**src/rtl/axis_master_packetizer.sv**
```systemverilog
// AXI-Stream master packetizer: buffers producer beats in a small FIFO and drains them
// onto the stream with keep/strobe generation, packet-length capping and packet counting.
module axis_master_packetizer #(
  parameter int N         = 4,
  parameter int DEPTH     = 8,
  parameter int MAX_BEATS = 32,
  parameter int ID_VAL    = 0,
  parameter int DEST_VAL  = 0
) (
  input  logic                       aclk,
  input  logic                       areset,
  input  logic                       src_valid,
  output logic                       src_ready,
  input  logic [8*N-1:0]             src_data,
  input  logic [$clog2(N):0]         src_nbytes,
  input  logic                       src_last,
  output logic                       tvalid,
  input  logic                       tready,
  output logic [8*N-1:0]             tdata,
  output logic [N-1:0]               tstrb,
  output logic [N-1:0]               tkeep,
  output logic                       tlast,
  output logic                       TID,
  output logic                       TDEST,
  output logic                       TUSER,
  output logic [$clog2(DEPTH):0]     fifo_count,
  output logic [15:0]                pkt_count,
  output logic                       trunc_pulse
);

  localparam int AW = $clog2(DEPTH);
  localparam int CW = $clog2(DEPTH) + 1;
  localparam int BW = $clog2(MAX_BEATS + 1);

  logic [8*N-1:0] r_mem_data [DEPTH];
  logic [N-1:0]   r_mem_keep [DEPTH];
  logic           r_mem_last [DEPTH];

  logic [AW-1:0]  r_wr_ptr;
  logic [AW-1:0]  r_rd_ptr;
  logic [CW-1:0]  r_count;
  logic [BW-1:0]  r_beat_cnt;
  logic [15:0]    r_pkt_count;
  logic           r_trunc_pulse;

  logic           w_push;
  logic           w_pop;
  logic           w_force;
  logic [N-1:0]   w_keep;
  logic [8*N-1:0] w_data;

  // NOTE: every variable written in always_comb gets a default first, so no path leaves it
  // unassigned and no latch is inferred.
  always_comb begin
    w_keep = '0;
    w_data = '0;
    for (int i = 0; i < N; i++) begin
      w_keep[i] = (src_nbytes == '0) || (int'(src_nbytes) > N) || (i < int'(src_nbytes));
      w_data[8*i +: 8] = w_keep[i] ? src_data[8*i +: 8] : 8'h00;
    end
  end

  assign src_ready = !areset && (r_count < CW'(DEPTH));
  assign tvalid    = (r_count != '0);
  assign w_push    = src_valid && src_ready;
  assign w_pop     = tvalid && tready;

  // Head beat is cut short when the packet has already used MAX_BEATS-1 beats.
  assign w_force = !r_mem_last[r_rd_ptr] && (r_beat_cnt == BW'(MAX_BEATS - 1));

  assign tdata       = tvalid ? r_mem_data[r_rd_ptr] : '0;
  assign tkeep       = tvalid ? r_mem_keep[r_rd_ptr] : '0;
  assign tstrb       = tkeep;
  assign tlast       = tvalid && (r_mem_last[r_rd_ptr] || w_force);
  assign TUSER       = tvalid && w_force;
  assign TID         = 1'(ID_VAL);
  assign TDEST       = 1'(DEST_VAL);
  assign fifo_count  = r_count;
  assign pkt_count   = r_pkt_count;
  assign trunc_pulse = r_trunc_pulse;

  // NOTE: the storage array has no reset; validity comes from r_count, so clearing it
  // would only add reset fan-out to every bit.
  always_ff @(posedge aclk) begin
    if (w_push) begin
      r_mem_data[r_wr_ptr] <= w_data;
      r_mem_keep[r_wr_ptr] <= w_keep;
      r_mem_last[r_wr_ptr] <= src_last;
    end
  end

  // NOTE: sequential state uses non-blocking assignments so every register samples
  // pre-edge values regardless of statement order.
  always_ff @(posedge aclk) begin
    if (areset) begin
      r_wr_ptr      <= '0;
      r_rd_ptr      <= '0;
      r_count       <= '0;
      r_beat_cnt    <= '0;
      r_pkt_count   <= '0;
      r_trunc_pulse <= 1'b0;
    end else begin
      r_trunc_pulse <= w_pop && w_force;
      if (w_push) r_wr_ptr <= r_wr_ptr + 1'b1;
      if (w_pop) begin
        r_rd_ptr <= r_rd_ptr + 1'b1;
        if (tlast) begin
          r_beat_cnt  <= '0;
          r_pkt_count <= r_pkt_count + 16'd1;
        end else begin
          r_beat_cnt  <= r_beat_cnt + 1'b1;
        end
      end
      case ({w_push, w_pop})
        2'b10:   r_count <= r_count + 1'b1;
        2'b01:   r_count <= r_count - 1'b1;
        default: r_count <= r_count;
      endcase
    end
  end

endmodule

```
**config.mk**
```make
export PLATFORM = sky130hd
export DESIGN_NAME = axis_master_packetizer
export DESIGN_NICKNAME = d
export VERILOG_FILES = /design/src/rtl/axis_master_packetizer.sv
export SDC_FILE = /design/constraint.sdc
export NUM_CORES = 1
export LEC_CHECK = 0
export ABC_AREA = 1
export CAP_MARGIN = 20
export CORE_ASPECT_RATIO = 1.2
export CORE_MARGIN = 2
export CORE_UTILIZATION = 53
export DETAILED_ROUTE_END_ITERATION = 10
export PLACE_DENSITY = 0.74
export SLEW_MARGIN = 15
export SYNTH_ARGS = -nofsm -noshare
export SYNTH_HDL_FRONTEND = slang
export SYNTH_SLANG_ARGS = --single-unit
```
**constraint.sdc**
```tcl
create_clock -name aclk -period 3 [get_ports aclk]
set_input_delay 0.6 -clock aclk [delete_from_list [all_inputs] [get_ports aclk]]
set_output_delay 0.6 -clock aclk [all_outputs]
set_load 0.005 [all_outputs]
```
==> results.json, run 1 <==
{
  "arrival_ns": 2.36,
  "register_area_mm2": 0.009620,
  "worstPathRequired_ns": 2.40,
  "dp_hpwl_mm": 16.42,
  "whs_ns": 0.4848,
  "insertedDiodeCount": 0,
  "area_growth_pct": 23.61,
  "drt_iter0_markers": 907,
  "final_nets": 1369,
  "worst_pin_slew_ns": 0.9882,
  "synthDistinctLibCells": 32,
  "io_pins": 107,
  "postPlaceCellArea_mm2": 0.01533,
  "drc": 0,
  "finalNonFillerCells": 1677,
  "cts_tree": "yes",
  "final_cell_mix": "edfxtp_1, nor2_1, o21ai_0",
  "met3_usage_pct": 3.924,
  "outcome": "complete, no violations",
  "clock_path_buffers": 3,
  "grt_pass1_wl_mm": 51.34,
  "rsz0062_at_grt": "true",
  "ctsRootBufferMaster": "clkbuf_16",
  "multiInputGateArea_mm2": 0.003607,
  "layout_commonest_cell": "edfxtp_1",
  "pwr_density_cell_mw_per_mm2": 870.6,
  "wirelength_mm": 33.88,
  "antenna_found_initial": 0,
  "peakVddDrop_mv": 0.7557,
  "io_buffers": 104,
  "startpoint_type": "flop",
  "track_usage_pct": 24.53,
  "final_area_mm2": 0.01699,
  "max_cap_violations": 0,
  "drive_gt1_share_pct": 11.58,
  "coreArea_mm2": 0.02546,
  "slew_headroom_pct": 34.12,
  "grt_use_met1_pct": 31.13,
  "hold_violations": 0,
  "ys.flop_type": "edfxtp_1",
  "wl_per_cell_um": 20.20,
  "synth_top_area_share_pct": 64.69,
  "postCtsHoldBufs": 0,
  "die_width_um": 151.0,
  "grt_pass1_vias": 9513,
  "yosysTopAreaCell": "edfxtp_1",
  "fillers": 1806,
  "syn_area_per_cell_um2": 11.37,
  "grt_max_degree": 42,
  "grt_overflow": 0,
  "synth_edf_count": 296,
  "dr.pass1.iters": 5,
  "clock_sinks": 332,
  "gp_congestion": 0.8348,
  "clk_pin_slew_ns": 0.06,
  "vias": 9639,
  "cp_max_fo": 12,
  "finalSetupViolCount": 0,
  "syn-cell-area_mm2": 0.01374,
  "layout_worst_path_cycle_share_pct": 98.64,
  "antenna_left": 0,
  "synthTopCellsByArea": "edfxtp_1, nor2_1, o21ai_0, dfxtp_1, nand2_1",
  "die-area_mm2": 0.02723,
  "die_h_um": 180.4,
  "start_util_pct": 53.96,
  "busiest_layer": "met2",
  "dpl.cell_count": 1599,
  "vias_per_cell": 5.748,
  "crit_type": "reg -> out",
  "cts_buffers": 31,
  "use_met2_pct": 42.78,
  "worst_clock_skew_ns": 0.01976,
  "synth_seq_cells": 332,
  "placementRows": 64,
  "h-tree-depth": 1,
  "p_leak_nw": 6.248,
  "critPathCaptureType": "output port",
  "hold_path_class": "reg -> reg",
  "insertion_delay_ns": 0.56,
  "slew_viol_final": 0,
  "yosys_warnings": 0,
  "clock.fmax_mhz": 337.9,
  "synthArstFlopShare_pct": 0,
  "ys_seq_area_share_pct": 69.93,
  "synthCells": 1209,
  "period_minus_slack_ns": 2.959
}
==> cell families after synthesis <==
| group | count (synthesis) | synth area share [%] |
|---|---|---|
| AOI/OAI and AO/OA | 296 | 11.72 |
| xor gates and xnor gates | 9 | 0.5736 |
| adders and majority gates | 6 | 0.5463 |
| buffers and inverters | 148 | 4.680 |
| DFF | 332 | 69.93 |
| other | 2 | 0.05466 |
| and+or+nand+nor | 416 | 12.49 |
==> final timing paths <==
path	cells after the start	from	endpoint	slack, ns
setup / recovery	8	flop	tdata[8]	0.04
hold / removal	2	r_beat_cnt[0]$_SDFFE_PP0P_	r_beat_cnt[0]$_SDFFE_PP0P_	0.48
setup reg to reg	11	fifo_count[1]$_SDFFE_PP0P_	fifo_count[1]$_SDFFE_PP0P_	0.66
hold reg to reg	2	r_beat_cnt[0]$_SDFFE_PP0P_	r_beat_cnt[0]$_SDFFE_PP0P_	0.48
==> final cells by class <==
cell class,instances,share of cell area [%]
well taps,330,2.431
clock inverters,18,1.326
repair buffers,154,11.47
repair inverters,1,0.05157
flip-flops and latches,332,56.64
inverters,66,1.547
multi-input cells,737,21.24
clock buffers,39,5.297
==> routing by layer <==
| layer | up-vias | wire length [um] |
|---|---|---|
| met5 | - | 0 |
| met4 | 0 | 883 |
| met3 | 64 | 2916 |
| met2 | 501 | 17360 |
| met1 | 4608 | 12720 |
| li1 | 4466 | - |
==> Yosys cell counts (all sizes together), types with 5 or more instances <==
cell type and count:
buf 40, ha 6, nor2 268, o21ai 192
nand4 6, xnor2 5, nand3 35, a31oi 36
o22ai 37, inv 66, a21oi 31, nand2 100
clkbuf 42, dfxtp 36, edfxtp 296
==> through the flow <==
step	power, mW	setup slack [ns]	TNS [ns]	utilization [%]
floorplan	7.968	-0.1049	-15.52	-
global placement	9.895	0.3489	0	60.21
detailed placement	9.983	0.3236	0	60.21
CTS	14.75	-0.05932	-0.3230	66.23
global route	15.43	-0.03523	-0.05288	66.70
finish	14.79	0.04076	0	66.70
==> worst max-delay path: stages, from the launching register on <==
cell	delay (ns)
dfxtp_4	0.46
buf_4	0.16
buf_12	0.13
bufbuf_16	0.30
nor2_1	0.08
nor2_1	0.11
o21ai_0	0.12
a31oi_1	0.25
clkbuf_2	0.17
==> where the power goes <==
part           internal (mW)  switching [mW]  leakage [nW]
combinational           2.29            2.94          2.72
sequential              5.22           0.129          2.98
clock                   2.55            1.66         0.548
total                   10.1            4.73          6.25
==> repair_timing <==
item / CTS / global route
endpoints found under the setup margin: 42 / 19
buffers inserted: 7 / 1
pin swaps: 11 / 6
gates resized for setup: 46 / 31
cloned: 11 / 2
==> state kept, by name (all words and copies together), names as in the netlist, named ones only <==
| name | count |
|---|---|
| fifo_count | 4 |
| pkt_count | 16 |
| r_beat_cnt | 6 |
| r_mem_data | 256 |
| r_mem_keep | 32 |
| r_mem_last | 8 |
| r_rd_ptr | 3 |
| r_wr_ptr | 3 |
| trunc_pulse | 1 |
Power figures use the tool's default switching activity.
==> run 2, diff against run 1 <==
==> constraint.sdc (replaced) <==
create_clock -name aclk -period 3 [get_ports aclk]
set_input_delay 0.6 -clock aclk [delete_from_list [all_inputs] [get_ports aclk]]
set_output_delay 0.6 -clock aclk [all_outputs]
set_load 0.05 [all_outputs]
==> results.json, run 2 (synthesized netlist as in run 1, its figures left out) <==
{
  "outcome": "complete, no violations",
  "peakVddDrop_mv": 1.046,
  "arrival_ns": 2.33,
  "max_cap_violations": 0,
  "worst_clock_skew_ns": 0.008405,
  "cts_tree": "yes",
  "p_sw_share_pct": 38.50,
  "cts_buffers": 30,
  "grt_overflow": 0,
  "slew_headroom_pct": 61.08,
  "grt_use_met1_pct": 29.67,
  "area_growth_pct": 22.58,
  "critPathCaptureType": "output port",
  "finalSetupViolCount": 0,
  "worst_slack_ns": 0.07144,
  "period_minus_slack_ns": 2.929,
  "hold_path_class": "reg -> reg",
  "dpl.cell_count": 1603,
  "finalNonFillerCells": 1656,
  "coreArea_mm2": 0.02546,
  "slew_viol_final": 0,
  "die-area_mm2": 0.02723,
  "wl_per_cell_um": 18.47,
  "drive_gt1_share_pct": 12.82,
  "hold_violations": 0,
  "grt_pass1_vias": 9318,
  "io_buffers": 104,
  "insertion_delay_ns": 0.55,
  "final_cell_mix": "edfxtp_1, nor2_1, o21ai_0",
  "clock_path_buffers": 3,
  "placementRows": 64,
  "io_pins": 107,
  "layout_worst_path_cycle_share_pct": 97.62,
  "startpoint_type": "flop",
  "largest_reg_flops": 256,
  "cpLargestDelayFamily": "compound AO/OA/AOI/OAI gates",
  "clock_sinks": 332,
  "h-tree-depth": 1,
  "antenna_left": 0,
  "start_util_pct": 53.96,
  "cp_slowest_stage_delay_ns": 0.43,
  "track_usage_pct": 22.46,
  "cts_setup_buffers": 0,
  "wirelength_mm": 30.59,
  "crit_chain": "inv_4 > buf_12 > o21ai_0 > o22ai_1 > o21ai_1 > a31oi_1 > buf_12",
  "post-place-ws_ns": 0.1680,
  "cp_slowest_cell": "dfxtp_4",
  "vias": 9423,
  "worst_pin_slew_ns": 0.5817,
  "crit_buf_inv": 3,
  "busiest_layer": "met2",
  "combPwrFrac_pct": 46.2,
  "gp_congestion": 0.8437,
  "antenna_found_initial": 0,
  "die_width_um": 151.0,
  "dr.pass1.iters": 5,
  "vias_per_cell": 5.690,
  "seqPwrFrac_pct": 31.9,
  "use_met2_pct": 38.36,
  "p_leak_nw": 5.823,
  "pwr_density_cell_mw_per_mm2": 994.5,
  "clk_pin_slew_ns": 0.07,
  "crit_top_cell": "buf_12",
  "cp_max_fo": 30,
  "layout_commonest_cell": "edfxtp_1",
  "drt_iter0_markers": 948,
  "die_h_um": 180.4,
  "drc": 0,
  "worstPathRequired_ns": 2.40,
  "regMostFlops": "r_mem_data",
  "switching_power_mw": 6.449,
  "clkPwrFrac_pct": 21.9,
  "grt_pass1_wl_mm": 48.14,
  "internal-power_mw": 10.30,
  "dp_hpwl_mm": 17.18,
  "crit_type": "reg -> out",
  "clock.fmax_mhz": 341.5,
  "final_nets": 1351,
  "rsz0062_at_grt": "true",
  "insertedDiodeCount": 0,
  "met3_usage_pct": 3.241,
  "grt_max_degree": 81,
  "setup_tns_ns": 0,
  "ctsRootBufferMaster": "clkbuf_16"
}
## run 2: cell types whose count changed in the layout (fill, tap and decap cells not counted), sizes merged, moves of 2 or more
cell,previous run,this run
buf,43,77
dlygate4sd2,20,0
dlymetal6s2s,19,0
bufbuf,5,0
bufinv,5,2
clkinvlp,4,1
clkdlybuf4s15,2,0
inv,68,66
## run 2: worst register-to-register path, stage by stage, from the launching register on
cell and delay (ns):
dfxtp_1 0.38, nor2_1 0.15, nand3_2 0.10, buf_12 0.20, nand2_1 0.12, inv_2 0.05, ha_1 0.22, or2_2 0.29
and2_1 0.14, ha_1 0.26, o21ai_0 0.14, nor2_1 0.05
## run 2: stage by stage
stage / instance area (um2) / total power, mW / util, % / hold slack, ns
3_5_place_dp: 15860 / 13.12 / 62.27 / 0.4655
5_1_grt: 16840 / 17.47 / 66.15 / 0.4878
4_1_cts: 16820 / 16.80 / 66.07 / 0.4776
2_1_floorplan: 13860 / 9.840 / - / 0.4435
3_3_place_gp: 15860 / 13.01 / 62.27 / 0.4553
6_report: 16840 / 16.75 / 66.15 / 0.4755
## run 2: metal layers
layer	share of wire (%)	routed length, um	up-vias
met5	0	0	-
met4	2.5	750	0
met3	6.9	2102	51
met2	51	15570	366
met1	40	12170	4578
li1	-	-	4428
## run 2: final cells by class
cell class	instances	area, um2
Fill cell	1811	8621
Sequential cell	332	9617
Tap cell	330	412.9
Timing Repair Buffer	138	1952
Inverter	66	262.8
Clock buffer	41	813.3
Multi-Input combinational cell	737	3660
Clock inverter	12	126.4
## run 2: final timing paths
kind                            depth (start not counted)                         end                        from  slack, ns
worst max-delay path                                    7                   tdata[25]                        flop       0.07
worst min-delay path                                    2                        flop    r_rd_ptr[2]$_SDFFE_PP0P_       0.48
worst max register to register                         11  fifo_count[1]$_SDFFE_PP0P_  fifo_count[1]$_SDFFE_PP0P_       0.79
worst min register to register                          2                        flop    r_rd_ptr[2]$_SDFFE_PP0P_       0.48
## run 2: power groups by stage
stage               clock network, mW  registers [mW]  logic (mW)
floorplan                           0            5.48        4.36
global placement                    0            5.43        7.58
detailed placement                  0            5.44        7.68
CTS                              3.70            5.35        7.75
global route                     3.90            5.37        8.20
finish                           3.67            5.35        7.73
## run 2: timing repair
item                       CTS  global route
hold buffers                 0             0
setup endpoints to repair   24            10
hold endpoints to repair     0             0
gates resized for setup      6             5
==> run 3, diff against run 2 <==
--- a/config.mk
+++ b/config.mk
@@ -9,9 +9,9 @@
 export CAP_MARGIN = 20
 export CORE_ASPECT_RATIO = 1.2
 export CORE_MARGIN = 2
-export CORE_UTILIZATION = 53
+export CORE_UTILIZATION = 60
 export DETAILED_ROUTE_END_ITERATION = 10
-export PLACE_DENSITY = 0.74
+export PLACE_DENSITY = 0.8
 export SLEW_MARGIN = 15
 export SYNTH_ARGS = -nofsm -noshare
 export SYNTH_HDL_FRONTEND = slang
==> constraint.sdc (replaced) <==
create_clock -name aclk -period 3.69 [get_ports aclk]
set_input_delay 0.738 -clock aclk [delete_from_list [all_inputs] [get_ports aclk]]
set_output_delay 0.738 -clock aclk [all_outputs]
set_load 0.05 [all_outputs]
==> results.json, run 3 (synthesized netlist as in run 1, its figures left out) <==
{
  "outcome": "complete, no violations",
  "io_buffers": 104,
  "final_cell_mix": "edfxtp_1, nor2_1, o21ai_0",
  "grt_overflow": 0,
  "arrival_ns": 2.65,
  "crit_type": "reg -> out",
  "regMostFlops": "r_mem_data",
  "crit_buf_inv": 2,
  "dp_hpwl_mm": 15.70,
  "largest_reg_flops": 256,
  "drc": 0,
  "antenna_left": 0,
  "coreArea_mm2": 0.02245,
  "cts_buffers": 30,
  "cpLargestDelayFamily": "buffers and inverters",
  "slew_headroom_pct": 44.34,
  "vias": 9357,
  "p_sw_share_pct": 39.85,
  "grt_max_degree": 93,
  "start_util_pct": 61.22,
  "period_minus_slack_ns": 3.390,
  "drive_gt1_share_pct": 12.16,
  "wl_met2_mm": 15.39,
  "cts_setup_buffers": 0,
  "register_area_mm2": 0.009614,
  "pwr_density_cell_mw_per_mm2": 779.5,
  "grt_pass1_vias": 9122,
  "max_cap_violations": 0,
  "p_leak_nw": 5.605,
  "cts_tree": "yes",
  "internal-power_mw": 7.512,
  "switching_power_mw": 4.978,
  "clock_sinks": 332,
  "h-tree-depth": 1,
  "wirelength_mm": 29.59,
  "fillers": 1495,
  "clock.fmax_mhz": 295.0,
  "wl_met1_mm": 11.55,
  "layout_worst_path_cycle_share_pct": 91.87,
  "startpoint_type": "flop",
  "met3_length_mm": 1.983,
  "antenna_found_initial": 0,
  "cp_max_fo": 80,
  "gp_congestion": 0.8677,
  "finalSetupViolCount": 0,
  "placementRows": 60,
  "insertedDiodeCount": 0,
  "r2r-start": "fifo_count[1]$_SDFFE_PP0P_",
  "critPathCaptureType": "output port",
  "hold_violations": 0,
  "hold_path_class": "reg -> reg",
  "worstPathRequired_ns": 2.95,
  "seqPwrFrac_pct": 34.5,
  "hp-start": "r_rd_ptr[0]$_SDFFE_PP0P_",
  "crit_chain": "buf_4 > o21ai_0 > o22ai_1 > o21ai_0 > a31oi_2 > buf_4",
  "post-place-ws_ns": 0.7827,
  "ctsResizeCount": 0,
  "clk_pin_slew_ns": 0.06,
  "clkPwrFrac_pct": 25.3,
  "dr.pass1.iters": 5,
  "slew_viol_final": 0,
  "whs_ns": 0.4794,
  "combPwrFrac_pct": 40.2,
  "die_h_um": 169.8,
  "worst_pin_slew_ns": 0.8349,
  "ctsRootBufferMaster": "clkbuf_16",
  "cp_slowest_stage_delay_ns": 0.65,
  "drt_iter0_markers": 940,
  "final_nets": 1339,
  "die_width_um": 142.1,
  "layout_commonest_cell": "edfxtp_1",
  "io_pins": 107,
  "worst_clock_skew_ns": 0.01908,
  "insertion_delay_ns": 0.55,
  "track_usage_pct": 24.20,
  "multiInputGateArea_mm2": 0.003602,
  "wl_per_cell_um": 18.55,
  "top_layer_used": "met4",
  "worst_slack_ns": 0.3001,
  "vias_per_cell": 5.866,
  "rsz0062_at_grt": "false",
  "postCtsHoldBufs": 0,
  "peakVddDrop_mv": 0.8622,
  "cp_slowest_cell": "buf_4",
  "area_growth_pct": 16.62,
  "die-area_mm2": 0.02413,
  "clock_path_buffers": 3,
  "grt_pass1_wl_mm": 45.57
}
-- run 3: per-layer routing --
layer	track usage [%]	up-vias
met1	29.83	4531
met5	0	-
met3	3.386	56
li1	-	4397
met2	43.81	373
met4	8.217	0
-- run 3: layout make-up --
class | instances | area share (%)
clock buffer | 39 | 5.356
clock inverter | 16 | 1.031
inverter | 66 | 1.554
multi-input combinational | 737 | 22.48
sequential | 332 | 60.00
tap | 279 | 2.178
timing repair buffer | 126 | 7.402
-- run 3: path summary, 6_finish.rpt --
| check | to | slack, ns | cells past startpoint |
|---|---|---|---|
| min reg2reg | flop | 0.48 | 1 |
| max reg2reg | fifo_count[1]$_SDFFE_PP0P_ | 1.38 | 10 |
| min | flop | 0.48 | 1 |
| max | tkeep[1] | 0.30 | 6 |
-- run 3: worst reg2reg max path: stages, from the launching register on --
cell and delay, ns:
dfxtp_1 0.37, nor2_1 0.14, nand3_2 0.11, nand2_1 0.36, inv_2 0.08, ha_1 0.23, or2_2 0.30, and2_1 0.15
ha_1 0.27, o21ai_0 0.14, nor2_1 0.05
-- run 3: power by group through the flow --
stage / combinational [mW] / clock (mW) / sequential (mW)
5_1_grt: 5.36 / 3.33 / 4.32
4_1_cts: 5.03 / 3.18 / 4.31
3_3_place_gp: 4.91 / 0 / 4.39
2_1_floorplan: 3.50 / 0 / 4.46
3_5_place_dp: 5.00 / 0 / 4.39
6_report: 5.02 / 3.16 / 4.31
-- run 3: metrics by stage --
stage               cells  setup TNS, ns  instance area, um2  power, mW  utilization [%]
finish               1595              0               16020      12.49            71.39
global route         1595              0               16020      13.01            71.39
CTS                  1595              0               16020      12.52            71.39
detailed placement   1540              0               15000      9.392            66.83
global placement     1540              0               15000      9.294            66.83
floorplan            1217         -43.98               13800      7.958                -
